$ cat src/rtl/mw_store_stage_if.sv
// Data-memory write port between the MW stage store buffer (master) and memory (slave).
interface mw_store_stage_if;
  logic        dmem_wr_req;
  logic [31:0] dmem_wr_addr;
  logic [31:0] dmem_wr_data;
  logic        dmem_wr_ack;

  modport master (
    output dmem_wr_req,
    output dmem_wr_addr,
    output dmem_wr_data,
    input  dmem_wr_ack
  );

  modport slave (
    input  dmem_wr_req,
    input  dmem_wr_addr,
    input  dmem_wr_data,
    output dmem_wr_ack
  );
endinterface

$ cat src/rtl/mw_store_stage.sv
// Memory-write pipeline stage: writeback select/register plus a FIFO store buffer draining over req/ack.
// Optional store-to-load forwarding from the buffer is enabled by defining MW_STORE_FWD_EN.
module mw_store_stage #(
  parameter int SB_DEPTH = 4,
  parameter int CNT_W    = $clog2(SB_DEPTH + 1)
) (
  input  logic                 clk,
  input  logic                 reset,
  input  logic                 MemToReg_in,
  input  logic                 RegWrite_in,
  input  logic                 MemRead_in,
  input  logic                 MemWrite_in,
  input  logic [31:0]          alu_result_in,
  input  logic [31:0]          read_data_in,
  input  logic [31:0]          rt_data_in,
  input  logic [4:0]           write_reg_in,
  output logic                 stall_out,
  output logic                 RegWrite_out,
  output logic [4:0]           write_reg_out,
  output logic [31:0]          wb_data_out,
  mw_store_stage_if.master     dmem,
  output logic                 sb_empty,
  output logic [CNT_W-1:0]     sb_count
);

  localparam int              PTR_W    = (SB_DEPTH > 1) ? $clog2(SB_DEPTH) : 1;
  localparam logic [CNT_W-1:0] FULL_CNT = CNT_W'(SB_DEPTH);

  logic [31:0]      sb_addr_mem [SB_DEPTH];
  logic [31:0]      sb_data_mem [SB_DEPTH];
  logic [PTR_W-1:0] head_reg;
  logic [PTR_W-1:0] tail_reg;
  logic [CNT_W-1:0] count_reg;

  logic             sb_full;
  logic             enq;
  logic             pop;
  logic [31:0]      load_data;

  // A full buffer blocks the incoming store even if the head pops this cycle.
  assign sb_full   = (count_reg == FULL_CNT);
  assign stall_out = MemWrite_in && sb_full;
  assign enq       = MemWrite_in && !sb_full;

  assign sb_empty          = (count_reg == '0);
  assign sb_count          = count_reg;
  assign dmem.dmem_wr_req  = !sb_empty;
  assign pop               = dmem.dmem_wr_req && dmem.dmem_wr_ack;

  // Head is gated so the port reads zero while empty or held in reset.
  assign dmem.dmem_wr_addr = sb_empty ? 32'h0 : sb_addr_mem[head_reg];
  assign dmem.dmem_wr_data = sb_empty ? 32'h0 : sb_data_mem[head_reg];

  always_ff @(posedge clk or negedge reset) begin
    if (!reset) begin
      head_reg  <= '0;
      tail_reg  <= '0;
      count_reg <= '0;
    end else begin
      if (enq) begin
        tail_reg <= tail_reg + PTR_W'(1);
      end
      if (pop) begin
        head_reg <= head_reg + PTR_W'(1);
      end
      case ({enq, pop})
        2'b10:   count_reg <= count_reg + CNT_W'(1);
        2'b01:   count_reg <= count_reg - CNT_W'(1);
        default: count_reg <= count_reg;
      endcase
    end
  end

  // Entry storage carries no reset; validity is tracked by the pointers and count.
  always_ff @(posedge clk) begin
    if (enq) begin
      sb_addr_mem[tail_reg] <= alu_result_in;
      sb_data_mem[tail_reg] <= rt_data_in;
    end
  end

`ifdef MW_STORE_FWD_EN
  logic [SB_DEPTH-1:0] entry_hit;
  logic [PTR_W-1:0]    fwd_idx;

  genvar gi;
  generate
    for (gi = 0; gi < SB_DEPTH; gi++) begin : g_fwd
      logic [PTR_W-1:0] age;
      // Age is distance from the head; entries younger than count are live.
      assign age           = PTR_W'(gi) - head_reg;
      assign entry_hit[gi] = (CNT_W'(age) < count_reg) &&
                             (sb_addr_mem[gi][31:2] == alu_result_in[31:2]);
    end
  endgenerate

  // Walk oldest to youngest so the youngest matching store wins.
  always_comb begin
    load_data = read_data_in;
    fwd_idx   = head_reg;
    if (MemRead_in) begin
      for (int k = 0; k < SB_DEPTH; k++) begin
        fwd_idx = head_reg + PTR_W'(k);
        if (entry_hit[fwd_idx]) begin
          load_data = sb_data_mem[fwd_idx];
        end
      end
    end
  end
`else
  logic unused_mem_read;
  assign unused_mem_read = MemRead_in;
  assign load_data       = read_data_in;
`endif

  // A stalled cycle forwards a bubble to MW/WB.
  always_ff @(posedge clk or negedge reset) begin
    if (!reset) begin
      RegWrite_out  <= 1'b0;
      write_reg_out <= '0;
      wb_data_out   <= '0;
    end else if (stall_out) begin
      RegWrite_out  <= 1'b0;
      write_reg_out <= '0;
      wb_data_out   <= '0;
    end else begin
      RegWrite_out  <= RegWrite_in;
      write_reg_out <= write_reg_in;
      wb_data_out   <= MemToReg_in ? load_data : alu_result_in;
    end
  end

endmodule
$ cat src/flat_wrapper.sv
// flat-port wrapper written by rule: the top's interface ports become plain ports
module mw_store_stage_flat 
#(
  parameter int SB_DEPTH = 4,
  parameter int CNT_W    = $clog2(SB_DEPTH + 1)
)
  (clk, reset, MemToReg_in, RegWrite_in, MemRead_in, MemWrite_in, alu_result_in, read_data_in, rt_data_in, write_reg_in, stall_out, RegWrite_out, write_reg_out, wb_data_out, sb_empty, sb_count, dmem_dmem_wr_req, dmem_dmem_wr_addr, dmem_dmem_wr_data, dmem_dmem_wr_ack);
  mw_store_stage_if dmem_i ();
  input  logic clk;
  input  logic reset;
  input  logic MemToReg_in;
  input  logic RegWrite_in;
  input  logic MemRead_in;
  input  logic MemWrite_in;
  input  logic [31:0] alu_result_in;
  input  logic [31:0] read_data_in;
  input  logic [31:0] rt_data_in;
  input  logic [4:0] write_reg_in;
  output logic stall_out;
  output logic RegWrite_out;
  output logic [4:0] write_reg_out;
  output logic [31:0] wb_data_out;
  output logic sb_empty;
  output logic [CNT_W-1:0] sb_count;
  output wire logic [$bits(dmem_i.dmem_wr_req)-1:0] dmem_dmem_wr_req;
  output wire logic [$bits(dmem_i.dmem_wr_addr)-1:0] dmem_dmem_wr_addr;
  output wire logic [$bits(dmem_i.dmem_wr_data)-1:0] dmem_dmem_wr_data;
  input wire logic [$bits(dmem_i.dmem_wr_ack)-1:0] dmem_dmem_wr_ack;
  assign dmem_dmem_wr_req = dmem_i.dmem_wr_req;
  assign dmem_dmem_wr_addr = dmem_i.dmem_wr_addr;
  assign dmem_dmem_wr_data = dmem_i.dmem_wr_data;
  assign dmem_i.dmem_wr_ack = dmem_dmem_wr_ack;
  mw_store_stage #(.SB_DEPTH(SB_DEPTH), .CNT_W(CNT_W)) u_core (.clk(clk), .reset(reset), .MemToReg_in(MemToReg_in), .RegWrite_in(RegWrite_in), .MemRead_in(MemRead_in), .MemWrite_in(MemWrite_in), .alu_result_in(alu_result_in), .read_data_in(read_data_in), .rt_data_in(rt_data_in), .write_reg_in(write_reg_in), .stall_out(stall_out), .RegWrite_out(RegWrite_out), .write_reg_out(write_reg_out), .wb_data_out(wb_data_out), .dmem(dmem_i), .sb_empty(sb_empty), .sb_count(sb_count));
endmodule
$ cat config.mk
export PLATFORM = sky130hd
export DESIGN_NAME = mw_store_stage_flat
export DESIGN_NICKNAME = d
export VERILOG_FILES = /design/src/rtl/mw_store_stage_if.sv /design/src/rtl/mw_store_stage.sv /design/src/flat_wrapper.sv
export SDC_FILE = /design/constraint.sdc
export NUM_CORES = 1
export LEC_CHECK = 0
export ABC_AREA = 1
export CORE_MARGIN = 2
export CORE_UTILIZATION = 41
export CTS_CLUSTER_SIZE = 28
export DETAILED_ROUTE_END_ITERATION = 12
export GPL_TIMING_DRIVEN = 0
export HOLD_SLACK_MARGIN = 0.12
export MAX_ROUTING_LAYER = met4
export SLEW_MARGIN = 20
export SYNTH_ARGS = -nofsm -noshare
export SYNTH_HDL_FRONTEND = slang
export SYNTH_SLANG_ARGS = --single-unit
$ cat constraint.sdc
create_clock -name clk -period 4.5 [get_ports clk]
set_input_delay 1.35 -clock clk [delete_from_list [all_inputs] [get_ports clk]]
set_output_delay 1.35 -clock clk [all_outputs]
set_load 0.05 [all_outputs]
# ---- Word-level counts from Yosys, hierarchy flattened
# Memories as Yosys holds them, arrays and structs flattened.
# Index checks and enable logic that the tools add are counted.
dict set report totals {
  ff_bits 45
  ram_bits 256
  in_bits 108
  output_inout_bits 108
  elab_cells 31
  n_memories 2
}
dict set report op_classes {
  n_addsub 4
  n_eq_ne 3
  muxes 9
  reduce_logical 7
}
# name words width read_ports rd_clocked_by_memory_dff write_ports line_no
set mem_list {}
lappend mem_list {u_core.sb_addr_mem 4 32 1 0 1 mw_store_stage.sv:29} ;# logic [31:0] sb_addr_mem [SB_DEPTH];
lappend mem_list {u_core.sb_data_mem 4 32 1 0 1 mw_store_stage.sv:30} ;# logic [31:0] sb_data_mem [SB_DEPTH];
# operator count
set op_table {}
lappend op_table {{$mux 32} 4}
lappend op_table {{$pmux 3 s2} 1}
lappend op_table {{$mux 5} 1}
lappend op_table {{$add 2x1->2 const B} 2}
lappend op_table {{$add 3x1->3 const B} 1}
lappend op_table {{$eq 3x3->1 const B} 1}
lappend op_table {{$logic_and 1x1->1} 3}
lappend op_table {{$logic_not 3->1} 1}
lappend op_table {{$mux 1} 3}
lappend op_table {{$sub 3x1->3 const B} 1}
lappend op_table {{$eq 2x1->1 const B} 1}
lappend op_table {{$eq 2x2->1 const B} 1}
lappend op_table {{$logic_not 1->1} 2}
lappend op_table {{$reduce_bool 2->1} 1}

# ---- Logic depth before layout (Yosys ltp)
dict set report logic_depth {
  depth_word 5
  ltp_mapped 12
  depth_no_buf 12
}

# ---- Worst setup path before layout
# Ideal clock, no wire load.
dict set report synth_timing {
  path_type {in2reg}
  startpoint {input port MemWrite_in}
  endpoint {memory u_core.sb_addr_mem[0][0] (enable)}
  setup_ps 487
  t_arrival_ps 4176
  required_time_ps 4013
  setup_slack_ps -162
  cell_stages 2
  path_buffers 0
  path_cell_list {nand2_1 > nor2_1}
}
dict set report synth_via {
  elab_chain_cells 3
}
# item line_no
set synth_lines {}
lappend synth_lines {{start, declared} flat_wrapper.sv:14} ;# input logic MemWrite_in;
lappend synth_lines {{$logic_and 1x1->1} mw_store_stage.sv:43} ;# assign enq = MemWrite_in && !sb_full;
lappend synth_lines {{$mux 1} mw_store_stage.sv:76} ;# if (enq) begin
lappend synth_lines {{$mux 1 (not written as such)} mw_store_stage.sv:77} ;# sb_addr_mem[tail_reg] <= alu_result_in;
lappend synth_lines {{end, declared} mw_store_stage.sv:29}
# Every way passes these cells.

# ---- Worst setup path after layout
dict set report layout_timing {
  startpoint {register u_core.head_reg[1]}
  endpoint {output port dmem_dmem_wr_data[4]}
}
dict set report layout_via {
  elab_chain_cells 2
}
# item line_no
set layout_lines {}
lappend layout_lines {{start, declared} mw_store_stage.sv:31} ;# logic [PTR_W-1:0] head_reg;
lappend layout_lines {{start signal, assigned} mw_store_stage.sv:64} ;# head_reg <= head_reg + PTR_W'(1);
lappend layout_lines {{$mem_v2 4x32} --}
lappend layout_lines {{$mux 32} mw_store_stage.sv:52} ;# assign dmem.dmem_wr_data = sb_empty ? 32'h0 : sb_data_mem[head_reg];
lappend layout_lines {{end, declared} flat_wrapper.sv:27} ;# output wire logic [$bits(dmem_i.dmem_wr_data)-1:0] dmem_dmem_wr_data;
# Every way passes these cells.

==> flow_summary_export.csv <==
group,metric,value,unit
drt,drt_iter0_drc,598,
clocking,clockBufferDepth,3,
worst_setup_path,crit_type,"reg2out",
synthesis,yosys.area.top_type,"edfxtp_1",
drt,ant_nets,0,
drt,drt-wirelength-per-cell,16.4,um
floorplanning,die_h,182,um
clocking,cts_root_buf,"clkbuf_16",
synthesis,synth_area_leaders,"edfxtp_1, nand2_1, inv_1",
place,io_buffers,213,
global_routing,overflow,0,
place,gp_congestion,0.808,
sta,hold_viol_final,0,
sta,drv_slew,0,
min_path,min_path_type,"reg2reg",
synthesis,synthesis.area,13000,sq um
sta,skew,18.8,ps
drt,top_layer,"met4",
global_routing,grt_pass1_vias,9098,
drt,met1Wirelength,14.5,mm
drt,met2_wirelength,15.4,mm
place,hpwl,21.5,mm
finish,final_nets,1665,
clocking,cts.htree.levels,2,
finish,multi_input_area,2600,sq um
sta,rsz0062_at_grt,"false",
worst_setup_path,crit_path_start_kind,"flip-flop",
finish,area_growth,30.8,%
worst_setup_path,worst-path-max-fanout,10,
drt,dr.pass1.iters,5,
global_routing,grt_usage,20.3,%
synthesis,synth_nets,1404,
worst_setup_path,worstSetupEndpointType,"primary output",
finish,utilization,54.3,%
clocking,cts_tree,"done",
power_and_ir_drop,ir_drop,0.351,mV
finish,fill_cells,2720,
worst_setup_path,worstPathRequired,3150,ps
synthesis,yosysUniqueCellTypes,19,
floorplanning,die_w,182,um
clocking,cts.clk_slew.worst_paths,60,ps
worst_setup_path,cp.arrival,2930,ps
power_and_ir_drop,power_density,740,nW/um^2
floorplanning,core_area,31400,sq um
sta,slew_headroom,57.2,%
job,drv_cap,0,
sta,clock.fmax,0.234,GHz
finish,regArea,8810,sq um
drt,via_per_inst,4.58,
synthesis,ys_ff_latch,301,
drt,drc_errors,0,
run_status,outcome,"finished clean",
drt,finalWirelength,32.5,mm
place,pre_cts_ws,-286,ps
global_routing,grt_pass1_wl,50.0,mm
floorplanning,ioPinCount,216,
floorplanning,die_area,33200,sq um
place,placedCellCount,1917,
synthesis,yosysWarnings,0,
global_routing,grt_max_degree,46,
synthesis,ys_seq_area_share,67.6,%
clocking,cts_setup_buffers,0,
sta,layout_setup_ws,224,ps
sta,setup_viol,0,
global_routing,antenna_found_initial,2,
sta,min_period,4280,ps
finish,reg_top3,"u_core.sb_addr_mem x128, u_core.sb_data_mem x128, u_core.wb_data_out x32",
sta,fin_crit_sh,95.0,%
synthesis,avgSynthCellArea,10.1,sq um
clocking,clock_latency,500,ps
clocking,cts-hold-fix-buffers,0,
floorplanning,start_util,41.5,%
synthesis,yosys.area.top_type_share,59.0,%
finish,layout_common_cells,"nand2_1, inv_1, edfxtp_1",
finish,final_common_cell,"nand2_1",
sta,setup_tns,0,ps
drt,via_count,9073,
finish,fin_cells,1979,
sta,tightest_slew,643,ps
power_and_ir_drop,p_leak,7.71,nW
drt,wl_met3,1.89,mm
floorplanning,rows,65,
clocking,cts_sinks,301,
finish,drive_above_1_share,7.56,%
synthesis,synthCells,1290,
clocking,numCtsBuffers,34,
## worst paths after layout
| kind | from | end | slack, ps | cells past startpoint |
|---|---|---|---|---|
| setup / recovery | u_core.head_reg[1] | dmem_dmem_wr_data[4] | 220 | 5 |
| hold / removal | u_core.sb_count[0] | u_core.sb_count[0] | 530 | 1 |
| setup reg to reg | u_core.sb_count[1] | u_core.sb_data_mem[1][30] | 2220 | 6 |
| hold reg to reg | u_core.sb_count[0] | u_core.sb_count[0] | 530 | 1 |
| max in group asynchronous | reset | u_core.wb_data_out[24] | 3190 | 1 |
| min in group asynchronous | reset | u_core.wb_data_out[7] | 860 | 1 |
## worst max-delay path, cell delays in order (launching register included)
cell and delay (ps):
dfrtp_1 450, inv_2 230, clkbuf_1 490, nand3_1 140
a21oi_1 260, clkdlybuf4s50_1 850
## stage by stage
stage / total power [mW] / instance area, sq um / hold slack [ps]
3_5_place_dp: 10.1 / 16000 / 505
4_1_cts: 12.8 / 17100 / 528
3_3_place_gp: 9.98 / 15700 / 510
2_1_floorplan: 7.84 / 13000 / 492
6_report: 12.6 / 17100 / 531
5_1_grt: 13.3 / 17100 / 546
## cells in the mapped netlist (all sizes together)
| library cell | number |
|---|---|
| nor2 | 4 |
| inv | 343 |
| nand4 | 2 |
| fa | 1 |
| nand3 | 134 |
| a21oi | 64 |
| clkbuf | 13 |
| edfxtp | 256 |
| ha | 5 |
| o21ai | 34 |
| buf | 47 |
| nand2 | 340 |
| dfrtp | 45 |
| xnor2 | 2 |
## per-layer routing
layer	vias up	track usage (%)
met1	4227	26.3
met2	250	32.9
li1	4542	-
met5	-	-
met3	54	3.97
met4	0	5.77
## power breakdown
part	internal, mW	leakage (nW)	total, mW	switching (mW)
Combinational	1.95	4.31	6.27	4.32
Clock	1.55	0.517	2.61	1.06
Sequential	3.61	2.89	3.74	0.131
## cell type report
cell class | count | share of cell area, %
diodes | 2 | 0.0293
plain buffers | 60 | 2.13
clock buffers | 47 | 5.64
clock inverters | 13 | 0.558
inverters | 343 | 7.55
multi-input cells | 586 | 15.2
flip-flops and latches | 301 | 51.7
well taps | 402 | 2.95
repair buffers | 225 | 14.2
## logic make-up (layout without fill, tap and decap cells)
family                   count (synthesis)  count (layout)  share of synthesized area, %
buffers and inverters                  403             688                          12.7
other                                    0               2                             0
adder cells (fa/ha/maj)                  6               6                         0.634
flip-flops                             301             301                          67.6
AND/OR/NAND/NOR                        480             480                          15.2
XOR/XNOR                                 2               2                         0.134
AO/OA/AOI/OAI                           98              98                          3.76
## repair_timing
item / in CTS / in global routing
cloned: 0 / 0
resized for setup: 2 / 1
endpoints found under the setup margin: 1 / 1
Power figures use the tool's default switching activity.
